## src/rtl/tt_um_sofiaeg_sum_tx.sv

```systemverilog
// rtl/tt_um_sofiaeg_sum_tx.sv - operand burst accumulator with two-byte valid/ack transmit
module tt_um_sofiaeg_sum_tx #(
  parameter int N_OPERANDS = 2,
  parameter int SUM_W      = 16
) (
  input  logic       clk,
  input  logic       rst,
  input  logic [7:0] ui_in,
  output logic [7:0] uo_out,
  input  logic [7:0] uio_in,
  output logic [7:0] uio_out,
  output logic [7:0] uio_oe,
  input  logic       ena
);
  typedef enum logic [1:0] {IDLE, ACCUM, SEND_LO, SEND_HI} state_t;

  localparam logic [7:0] LAST_CNT = 8'(N_OPERANDS - 1);
  localparam logic [7:0] OE_MASK  = 8'h3C;

  state_t           state_q, state_d;
  logic [SUM_W-1:0] acc_q, acc_d;
  logic [7:0]       cnt_q, cnt_d;
  logic [7:0]       uo_out_q, uo_out_d;
  logic [7:0]       uio_out_q, uio_out_d;
  logic [7:0]       uio_oe_q, uio_oe_d;
  logic             in_valid, out_ack, in_ready, out_valid, accept, xfer;
  logic             busy_d, in_ready_d, out_valid_d, out_hi_d;
  logic             unused;

  assign in_valid  = uio_in[0];
  assign out_ack   = uio_in[1];
  // Handshakes qualify on the registered pin values so the FSM and the far side always agree.
  assign in_ready  = uio_out_q[2];
  assign out_valid = uio_out_q[3];
  assign accept    = in_valid && in_ready;
  assign xfer      = out_valid && out_ack;
  assign unused    = &{ena, uio_in[7:2], 1'b0};

  always_comb begin
    state_d = state_q;
    acc_d   = acc_q;
    cnt_d   = cnt_q;
    unique case (state_q)
      IDLE: begin
        if (accept) begin
          acc_d   = {{(SUM_W-8){1'b0}}, ui_in};
          cnt_d   = 8'd1;
          state_d = (N_OPERANDS == 1) ? SEND_LO : ACCUM;
        end
      end
      ACCUM: begin
        if (accept) begin
          acc_d = acc_q + {{(SUM_W-8){1'b0}}, ui_in};
          cnt_d = cnt_q + 8'd1;
          if (cnt_q == LAST_CNT) begin
            state_d = SEND_LO;
          end
        end
      end
      SEND_LO: begin
        if (xfer) begin
          state_d = SEND_HI;
        end
      end
      SEND_HI: begin
        if (xfer) begin
          state_d = IDLE;
          acc_d   = '0;
          cnt_d   = 8'd0;
        end
      end
      default: state_d = IDLE;
    endcase
  end

  // Pin outputs are registered from the next state so they line up with the state register.
  always_comb begin
    busy_d      = 1'b0;
    in_ready_d  = 1'b0;
    out_valid_d = 1'b0;
    out_hi_d    = 1'b0;
    uo_out_d    = uo_out_q;
    unique case (state_d)
      IDLE: begin
        in_ready_d = 1'b1;
      end
      ACCUM: begin
        busy_d     = 1'b1;
        in_ready_d = 1'b1;
      end
      SEND_LO: begin
        busy_d      = 1'b1;
        out_valid_d = 1'b1;
        uo_out_d    = acc_d[7:0];
      end
      SEND_HI: begin
        busy_d      = 1'b1;
        out_valid_d = 1'b1;
        out_hi_d    = 1'b1;
        uo_out_d    = acc_d[SUM_W-1 -: 8];
      end
      default: begin
        in_ready_d = 1'b0;
      end
    endcase
    uio_out_d = {2'b00, busy_d, out_hi_d, out_valid_d, in_ready_d, 2'b00};
    uio_oe_d  = OE_MASK;
  end

  always_ff @(posedge clk) begin
    if (rst) begin
      state_q   <= IDLE;
      acc_q     <= '0;
      cnt_q     <= 8'd0;
      uo_out_q  <= 8'd0;
      uio_out_q <= 8'd0;
      uio_oe_q  <= 8'd0;
    end else begin
      state_q   <= state_d;
      acc_q     <= acc_d;
      cnt_q     <= cnt_d;
      uo_out_q  <= uo_out_d;
      uio_out_q <= uio_out_d;
      uio_oe_q  <= uio_oe_d;
    end
  end

  assign uo_out  = uo_out_q;
  assign uio_out = uio_out_q;
  assign uio_oe  = uio_oe_q;

endmodule

```

## config.mk

```make
export PLATFORM = sky130hd
export DESIGN_NAME = tt_um_sofiaeg_sum_tx
export DESIGN_NICKNAME = d
export VERILOG_FILES = /design/src/rtl/tt_um_sofiaeg_sum_tx.sv
export SDC_FILE = /design/constraint.sdc
export NUM_CORES = 1
export LEC_CHECK = 0
export CORE_ASPECT_RATIO = 0.6
export CORE_MARGIN = 4
export CORE_UTILIZATION = 54
export CTS_CLUSTER_SIZE = 40
export DETAILED_ROUTE_END_ITERATION = 16
export PLACE_DENSITY_LB_ADDON = 0.2
export SYNTH_ARGS = -nofsm -noshare
export SYNTH_HDL_FRONTEND = slang
export SYNTH_SLANG_ARGS = --single-unit
```

## constraint.sdc

```tcl
create_clock -name clk -period 2.63 [get_ports clk]
set_clock_uncertainty 0.1 [all_clocks]
set_input_delay 0.3945 -clock clk [delete_from_list [all_inputs] [get_ports clk]]
set_output_delay 0.3945 -clock clk [all_outputs]
set_load 0.02 [all_outputs]
```

# Yosys cells after proc, flatten, opt, wreduce, memory -nomap -nowiden
# Index checks and enable logic that the tools add are counted.
[classes] addsub=2 n_eq_ne=10 n_mux=20 n_reduce_logical=10
[op_table] cell="two-way mux 16 bit" n=3
[op_table] cell="one-hot mux 16 bit (3 select lines)" n=1
[op_table] cell="two-way mux 8 bit" n=3
[op_table] cell="one-hot mux 8 bit (3 select lines)" n=1
[op_table] cell="adder 16 x 8 -> 16 bit" n=1
[op_table] cell="one-hot mux 8 bit (2 select lines)" n=1
[op_table] cell="two-way mux 2 bit" n=5
[op_table] cell="adder 8 x 1 -> 8 bit (second input constant)" n=1
[op_table] cell="equality test 2 bit (second input constant)" n=4
[op_table] cell="equality test 8 x 1 -> 1 bit (second input constant)" n=1
[op_table] cell="one-hot mux 2 bit (4 select lines)" n=1
[op_table] cell="two-way mux 6 bit" n=1
[op_table] cell="!= test 2 bit (second input constant)" n=3
[op_table] cell="equality test 2 x 1 -> 1 bit (second input constant)" n=2
[op_table] cell="logical NOT 2 bit" n=2
[op_table] cell="two-way mux 1 bit" n=4
[op_table] cell="AND reduction 4 bit" n=1
[op_table] cell="OR reduction 2 bit" n=2
[op_table] cell="nonzero test 3 bit" n=1
[op_table] cell="OR reduction 3 bit" n=1
[op_table] cell="logical AND 1 bit" n=2
[op_table] cell="nonzero test 2 bit" n=1
[word_totals] register_bits=50 inputBits=19 output_inout_bits=24 word_cells=49

# Logic depth before layout (Yosys ltp)
# Gate-level depths: netlist (run 1).
[depth] depth_word=7 ltp_mapped=8 ltp_nobuf=8

# Worst setup path before layout (run 1)
# OpenSTA, ideal clock, no wires.
[synth_path] kind="input port to flip-flop" from="in ui_in[0]" to="reg acc_q[12]" setup_time_ns=0.063 t_arrival_ns=2.022 required_time_ns=2.467 setup_slack_ns=0.446 stages=8 path_buffers=0 path_cell_list="ha_1 -> inv_1 -> fa_1 -> nor2b_1 -> o2111a_1 -> o21ai_1 -> or4_1 -> nand3_1"
[synth_via] elab_chain_len=3
[synth_lines] element="start: declaration" line="8" text="input logic [7:0] ui_in,"
[synth_lines] element="adder 16 x 8 -> 16 bit" line="53" text="acc_d = acc_q + {{(SUM_W-8){1'b0}}, ui_in};"
[synth_lines] element="two-way mux 16 bit" line="52" text="if (accept) begin"
[synth_lines] element="one-hot mux 16 bit (3 select lines)" line="43" text="unique case (state_q)"
[synth_lines] element="end signal: assignment" line="113" text="acc_q <= '0;"
[synth_lines] element="end signal: assignment" line="120" text="acc_q <= acc_d;"
[synth_lines] element="end: declaration" line="21" text="logic [SUM_W-1:0] acc_q, acc_d;"
# Every way passes these cells.
# A chain may end at the register's enable or synchronous reset.

# Worst setup path in the final report (run 1)
[layout_path] from="in ui_in[6]" to="reg acc_q[9]"
# The elaborated chain is that of the path after synthesis.

==> impl_metrics.json, run 1 <==
{
  "status": "complete, no violations",
  "die_y_um": 61.75,
  "antenna_found_initial": 0,
  "numCtsBuffers": 5,
  "critPathArrivalTime_ns": 2.62,
  "grt_max_degree": 17,
  "grt_pass1_wl_um": 12310,
  "final_area_sq_um": 3181,
  "end_kind": "register",
  "post-route-min-period_ns": 2.493,
  "vdd_drop_max_v": 0.0003843,
  "grt_pass1_vias": 2500,
  "tightest_slew_ns": 0.6608,
  "dr.pass1.iters": 5,
  "worstPathRequired_ns": 2.76,
  "ios": 43,
  "pre_cts_slack_ns": -0.2145,
  "diodes": 0,
  "cts_hold_buf": 0,
  "placed_area_sq_um": 3052,
  "yosys.area.top_type": "dfxtp_1",
  "top_layer": "met4",
  "wirelength_met1_um": 3713,
  "whs_ns": 0.3614,
  "slew-limit-headroom_pct": 55.85,
  "cp-start-kind": "input port",
  "initial_core_util_pct": 56.38,
  "async_reset_ff_share_pct": 0,
  "synthMostInstantiatedCell": "dfxtp_1",
  "path_class": "in2reg",
  "hold_viol_final": 0,
  "hold_path.class": "reg2reg",
  "fmax_mhz": 401.1,
  "worstPathMaxFanout": 5,
  "layout-drive-gt1-share_pct": 15.22,
  "overflow": 0,
  "finalSetupViolations": 0,
  "path_clk_slew_ns": 0.08,
  "area_delta_synth_final_pct": 22.33,
  "wl_met2_um": 3052,
  "wl_met3_um": 726,
  "ys_top_cells_by_count": "dfxtp_1 (39), nor2_1 (29), nand2_1 (27)",
  "layout.nets": 397,
  "grt_usage_pct": 25.97,
  "core_sq_um": 4612,
  "portBuffers": 27,
  "cap_violations": 0,
  "wirelength_um": 7559,
  "netlist.area_leader.share_pct": 30.03,
  "wl_per_cell_um": 17.54,
  "drcViolationCount": 0,
  "reg2reg_slack_ns": 0.37,
  "cts-root-buf": "clkbuf_8",
  "synth_warnings": 0,
  "dr.first_iter.drc_count": 268,
  "ys_ff_latch": 39,
  "via_per_inst": 6.137,
  "cts_tree": "built",
  "clock_latency_ns": 0.29,
  "row_count": 19,
  "ys.flop_type": "dfxtp_1",
  "synthTopCellsByArea": "dfxtp_1 (30%), ha_1 (4.8%), nor2_1 (4.2%)",
  "min_period_over_period_pct": 94.79,
  "place_congestion": 0.9210,
  "die_x_um": 97.58,
  "htree_levels": 2,
  "setup_ws_ns": 0.1371,
  "vias": 2645,
  "ys_seq_area_share_pct": 30.03,
  "ant_nets": 0,
  "cts_buffer_depth": 2,
  "power-per-cell-area_nw_per_um2": 465.3,
  "final_max_slew_viol_count": 0,
  "p_leak_nw": 1.248,
  "cts.sinks": 39,
  "ys_types": 74,
  "die-area_sq_um": 6026,
  "hpwl_um": 5768,
  "rsz0062_at_grt": "false",
  "syn_area_per_cell_sq_um": 8.307,
  "synth_area_sq_um": 2600,
  "synth-edff-count": 0,
  "synthesis.instances": 313
}
## report_power, final
group          total, mW  switching, mW  leakage, nW  internal (mW)
clock network      0.515          0.208       0.0612          0.307
logic              0.331          0.182        0.869          0.150
registers          0.633         0.0240        0.317          0.609
total               1.48          0.414         1.25           1.07
## critical path, cell delays in order
cell and delay, ns:
clkdlybuf4s50_1 0.44, ha_1 0.32, a2111oi_0 0.40, buf_4 0.17, o21ai_1 0.05, buf_4 0.16, a31oi_1 0.25, buf_4 0.18
o211a_1 0.15, a211o_1 0.09
## worst paths after layout
check | from | endpoint | cells past startpoint
max | ui_in[6] | acc_q[9] | 10
max reg2reg | state_q[1] | cnt_q[1] | 6
min | uo_out[0] | uo_out[0] | 2
min reg2reg | uo_out[0] | uo_out[0] | 2
## cell families after synthesis
family	Yosys count	share of synthesized area [%]
xor gates and xnor gates	7	2.358
AOI/OAI and AO/OA	93	24.78
and+or+nand+nor	127	27.24
DFF	39	30.03
muxes	4	1.540
adders and majority gates	11	5.582
buffers and inverters	31	8.325
other	1	0.1442
## flip-flops by register name, indices dropped and copies added, names as in the netlist
register  cells
acc_q        16
state_q       2
uio_oe        1
uo_out        8
uio_out       4
cnt_q         8
## repair_timing
action	CTS	global route
endpoints found under the setup margin	0	7
buffers inserted	0	0
gates resized for setup	0	3
## routing by layer
| layer | global-route usage (%) | up-vias |
|---|---|---|
| met5 | 0 | - |
| met4 | 5.325 | 0 |
| met3 | 6.800 | 10 |
| met2 | 40.51 | 137 |
| met1 | 36.95 | 1230 |
| li1 | - | 1268 |
## per-stage QoR
stage          std cells  util (%)  setup TNS (ns)  power, mW
6_report             431     68.96               0      1.480
5_1_grt              431     68.96               0      1.538
4_1_cts              431     68.72               0      1.474
3_5_place_dp         423     66.17          -1.541     0.9671
3_3_place_gp         423     66.17          -1.489     0.9610
2_1_floorplan        320         -               0     0.8434
## layout by cell type (no fill, tap or decap), types with 3 or more instances in the layout
| cell | n |
|---|---|
| o211ai_1 | 10 |
| o22ai_1 | 7 |
| inv_1 | 9 |
| buf_4 | 34 |
| nor2_1 | 29 |
| o21ai_0 | 7 |
| nor3_1 | 4 |
| a2111oi_0 | 4 |
| dfxtp_1 | 39 |
| nor4_1 | 4 |
| nor2b_1 | 3 |
| a211oi_1 | 3 |
| or4_1 | 4 |
| and3_1 | 3 |
| nand2_1 | 27 |
| xor2_1 | 6 |
| mux2i_1 | 4 |
| ha_1 | 10 |
| o21ai_1 | 13 |
| clkbuf_8 | 6 |
| a21oi_1 | 17 |
| and2_1 | 3 |
| clkdlybuf4s50_1 | 27 |
| a31oi_1 | 3 |
| conb_1 | 8 |
| nand4_1 | 3 |
| nand3_1 | 17 |
| nand2b_1 | 5 |
## final cells by class
type | instances | area [sq um]
Multi-Input combinational cell | 250 | 1640
Fill cell | 408 | 1431
Sequential cell | 39 | 780.7
Timing Repair Buffer | 61 | 525.5
Clock buffer | 6 | 82.58
Tap cell | 63 | 78.83
Inverter | 10 | 37.54
Clock inverter | 2 | 35.03
No activity file was read; power rests on OpenSTA's default activity.
==> run 2: changes to the inputs <==
- PLACE_DENSITY: not set -> 0.81
- PLACE_DENSITY_LB_ADDON: 0.2 -> not set
- RECOVER_POWER: not set -> 100
==> run 2 against run 1 <==
  * Sequential share of layout area is 0.40 points higher
  * Clock power is 3% higher
  * Die area stayed put
  * Utilization is 1.1 points lower
  * Non-clock buffer count is 3 lower
  * Count of clock-buffer cells in the layout is 1 lower
  * Final cell count is 0.70% lower
  * Largest cell class unchanged
==> impl_metrics.json, run 2 (same netlist as run 1, synthesis figures left out) <==
{
  "grt_max_degree": 18,
  "path_class": "in2reg",
  "place_congestion": 0.9096,
  "hold_viol_final": 0,
  "ant_nets": 0,
  "comb_power_share_pct": 21.7,
  "whs_ns": 0.3572,
  "ios": 43,
  "cp.buffers_inverters": 3,
  "cp.depth": 10,
  "critical_path.top_delay_family": "buffers and inverters",
  "internal_power_mw": 1.031,
  "cts_buffer_depth": 2,
  "post-route-min-period_ns": 2.548,
  "timing.rr.start": "cnt_q[0]",
  "die_x_um": 97.58,
  "wl_per_cell_um": 17.36,
  "cp_slowest_cell": "clkdlybuf4s50_1",
  "hold_depth": 2,
  "fmax_mhz": 392.4,
  "power-per-cell-area_nw_per_um2": 473.4,
  "antenna_found_initial": 0,
  "area_delta_synth_final_pct": 20.36,
  "p_leak_nw": 1.254,
  "reg2reg_slack_ns": 0.23,
  "fin_util_pct": 67.85,
  "critPathArrivalTime_ns": 2.67,
  "seqPwrFrac_pct": 42.6,
  "worstPathRequired_ns": 2.75,
  "numCtsBuffers": 5,
  "cp-start-kind": "input port",
  "largest_register_ffs": 16,
  "grt_pass1_vias": 2418,
  "grt_pass1_wl_um": 11990,
  "row_count": 19,
  "vias": 2680,
  "via_per_inst": 6.262,
  "multi_input_area_sq_um": 1620,
  "layout-drive-gt1-share_pct": 13.15,
  "path_clk_slew_ns": 0.09,
  "dr.first_iter.drc_count": 229,
  "path_cells": "clkdlybuf4s50_1 -> ha_1 -> inv_1 -> fa_1 -> buf_4 -> nand2b_1 -> a21oi_1 -> mux2i_1 -> a21oi_1 -> o21ai_0",
  "cts_tree": "built",
  "cts-root-buf": "clkbuf_8",
  "rr_worst_depth": 6,
  "slew-limit-headroom_pct": 50.47,
  "hold_path.class": "reg2reg",
  "layout.nets": 394,
  "initial_core_util_pct": 56.38,
  "top_register": "acc_q",
  "hpwl_um": 5613,
  "final_area_sq_um": 3129,
  "overflow": 0,
  "layout.cells.non_filler": 428,
  "grt_usage_pct": 25.25,
  "mostFrequentLayoutCell": "dfxtp_1",
  "dp_cells": 420,
  "cap_violations": 0,
  "min_period_over_period_pct": 96.89,
  "path_common_cell": "a21oi_1",
  "n_fill_cell": 422,
  "finalSetupViolations": 0,
  "drcViolationCount": 0,
  "portBuffers": 27,
  "worstPathMaxFanout": 2,
  "sw_frac_of_total_pct": 30.37,
  "switching_power_mw": 0.4499,
  "hold_start": "uo_out[2]",
  "cts.sinks": 39,
  "die_y_um": 61.75,
  "placed_area_sq_um": 3029,
  "diodes": 0,
  "final_max_slew_viol_count": 0,
  "clock_latency_ns": 0.30,
  "worstSetupStartpoint": "ui_in[0]",
  "fin_total_pwr_mw": 1.481,
  "die-area_sq_um": 6026,
  "status": "complete, no violations",
  "final_cell_mix": "dfxtp_1 (39), nor2_1 (30), buf_4 (30)",
  "htree_levels": 2,
  "dr.pass1.iters": 5,
  "wirelength_um": 7429,
  "clock_power_share_pct": 35.7,
  "vdd_drop_max_v": 0.0002541,
  "tightest_slew_ns": 0.7402,
  "core_sq_um": 4612,
  "area.sequential_sq_um": 780.7,
  "end_kind": "register",
  "cts_hold_buf": 0,
  "max_stage_delay_ns": 0.48
}
==> run 2: cell count changes in the layout (fill, tap and decap cells not counted), moves of 2 or more <==
cell / delta
buf_4: -4
dlygate4sd3_1: +17
o21ai_1: -6
o21ai_0: +6
and2_1: -2
clkdlybuf4s50_1: -17
and2_0: +2
==> run 2: power groups by stage <==
| stage | Clock [mW] | Combinational [mW] | Sequential, mW |
|---|---|---|---|
| after floorplan | 0 | 0.199 | 0.645 |
| after global routing | 0.555 | 0.350 | 0.633 |
| final | 0.529 | 0.321 | 0.630 |
| after detailed placement | 0 | 0.318 | 0.644 |
| after CTS | 0.528 | 0.320 | 0.630 |
| after global placement | 0 | 0.311 | 0.642 |
==> run 2: repair_timing <==
item                                    4_1_cts  5_1_grt
buffers inserted                              0        0
endpoints found under the setup margin        0        6
resized for setup                             0        3
hold endpoints to repair                      0        0
==> run 2: final timing paths <==
path,end
setup / recovery,uo_out[4]
hold / removal,uo_out[2]
hold reg to reg,uo_out[2]
setup reg to reg,uo_out[6]
==> run 2: per-stage QoR <==
stage	worst slack, ns	setup TNS, ns
final	0.08184	0
after CTS	0.05604	0
after global routing	-0.006985	-0.006985
after detailed placement	-0.2500	-1.728
after global placement	-0.1826	-1.287
after floorplan	0.4455	0
==> run 2: per-layer routing <==
| layer | wire length, um | global-route usage [%] |
|---|---|---|
| met5 | 0 | 0 |
| met4 | 131 | 6.509 |
| met3 | 823 | 7.804 |
| met2 | 3012 | 37.39 |
| met1 | 3461 | 36.15 |
==> run 2: layout make-up <==
cell class              count  share of cell area, %
well taps                  63                  2.519
clock inverters             3                  1.399
flip-flops and latches     39                  24.95
inverters                  10                  1.200
repair buffers             58                  15.95
clock buffers               5                  2.199
multi-input cells         250                  51.78
==> run 2: worst min-delay path: cells and delay by family, from the launching register on <==
kind             cells  cell delay, ns
flip-flops           1            0.32
AO/OA/AOI/OAI        1            0.05
AND/OR/NAND/NOR      1            0.05
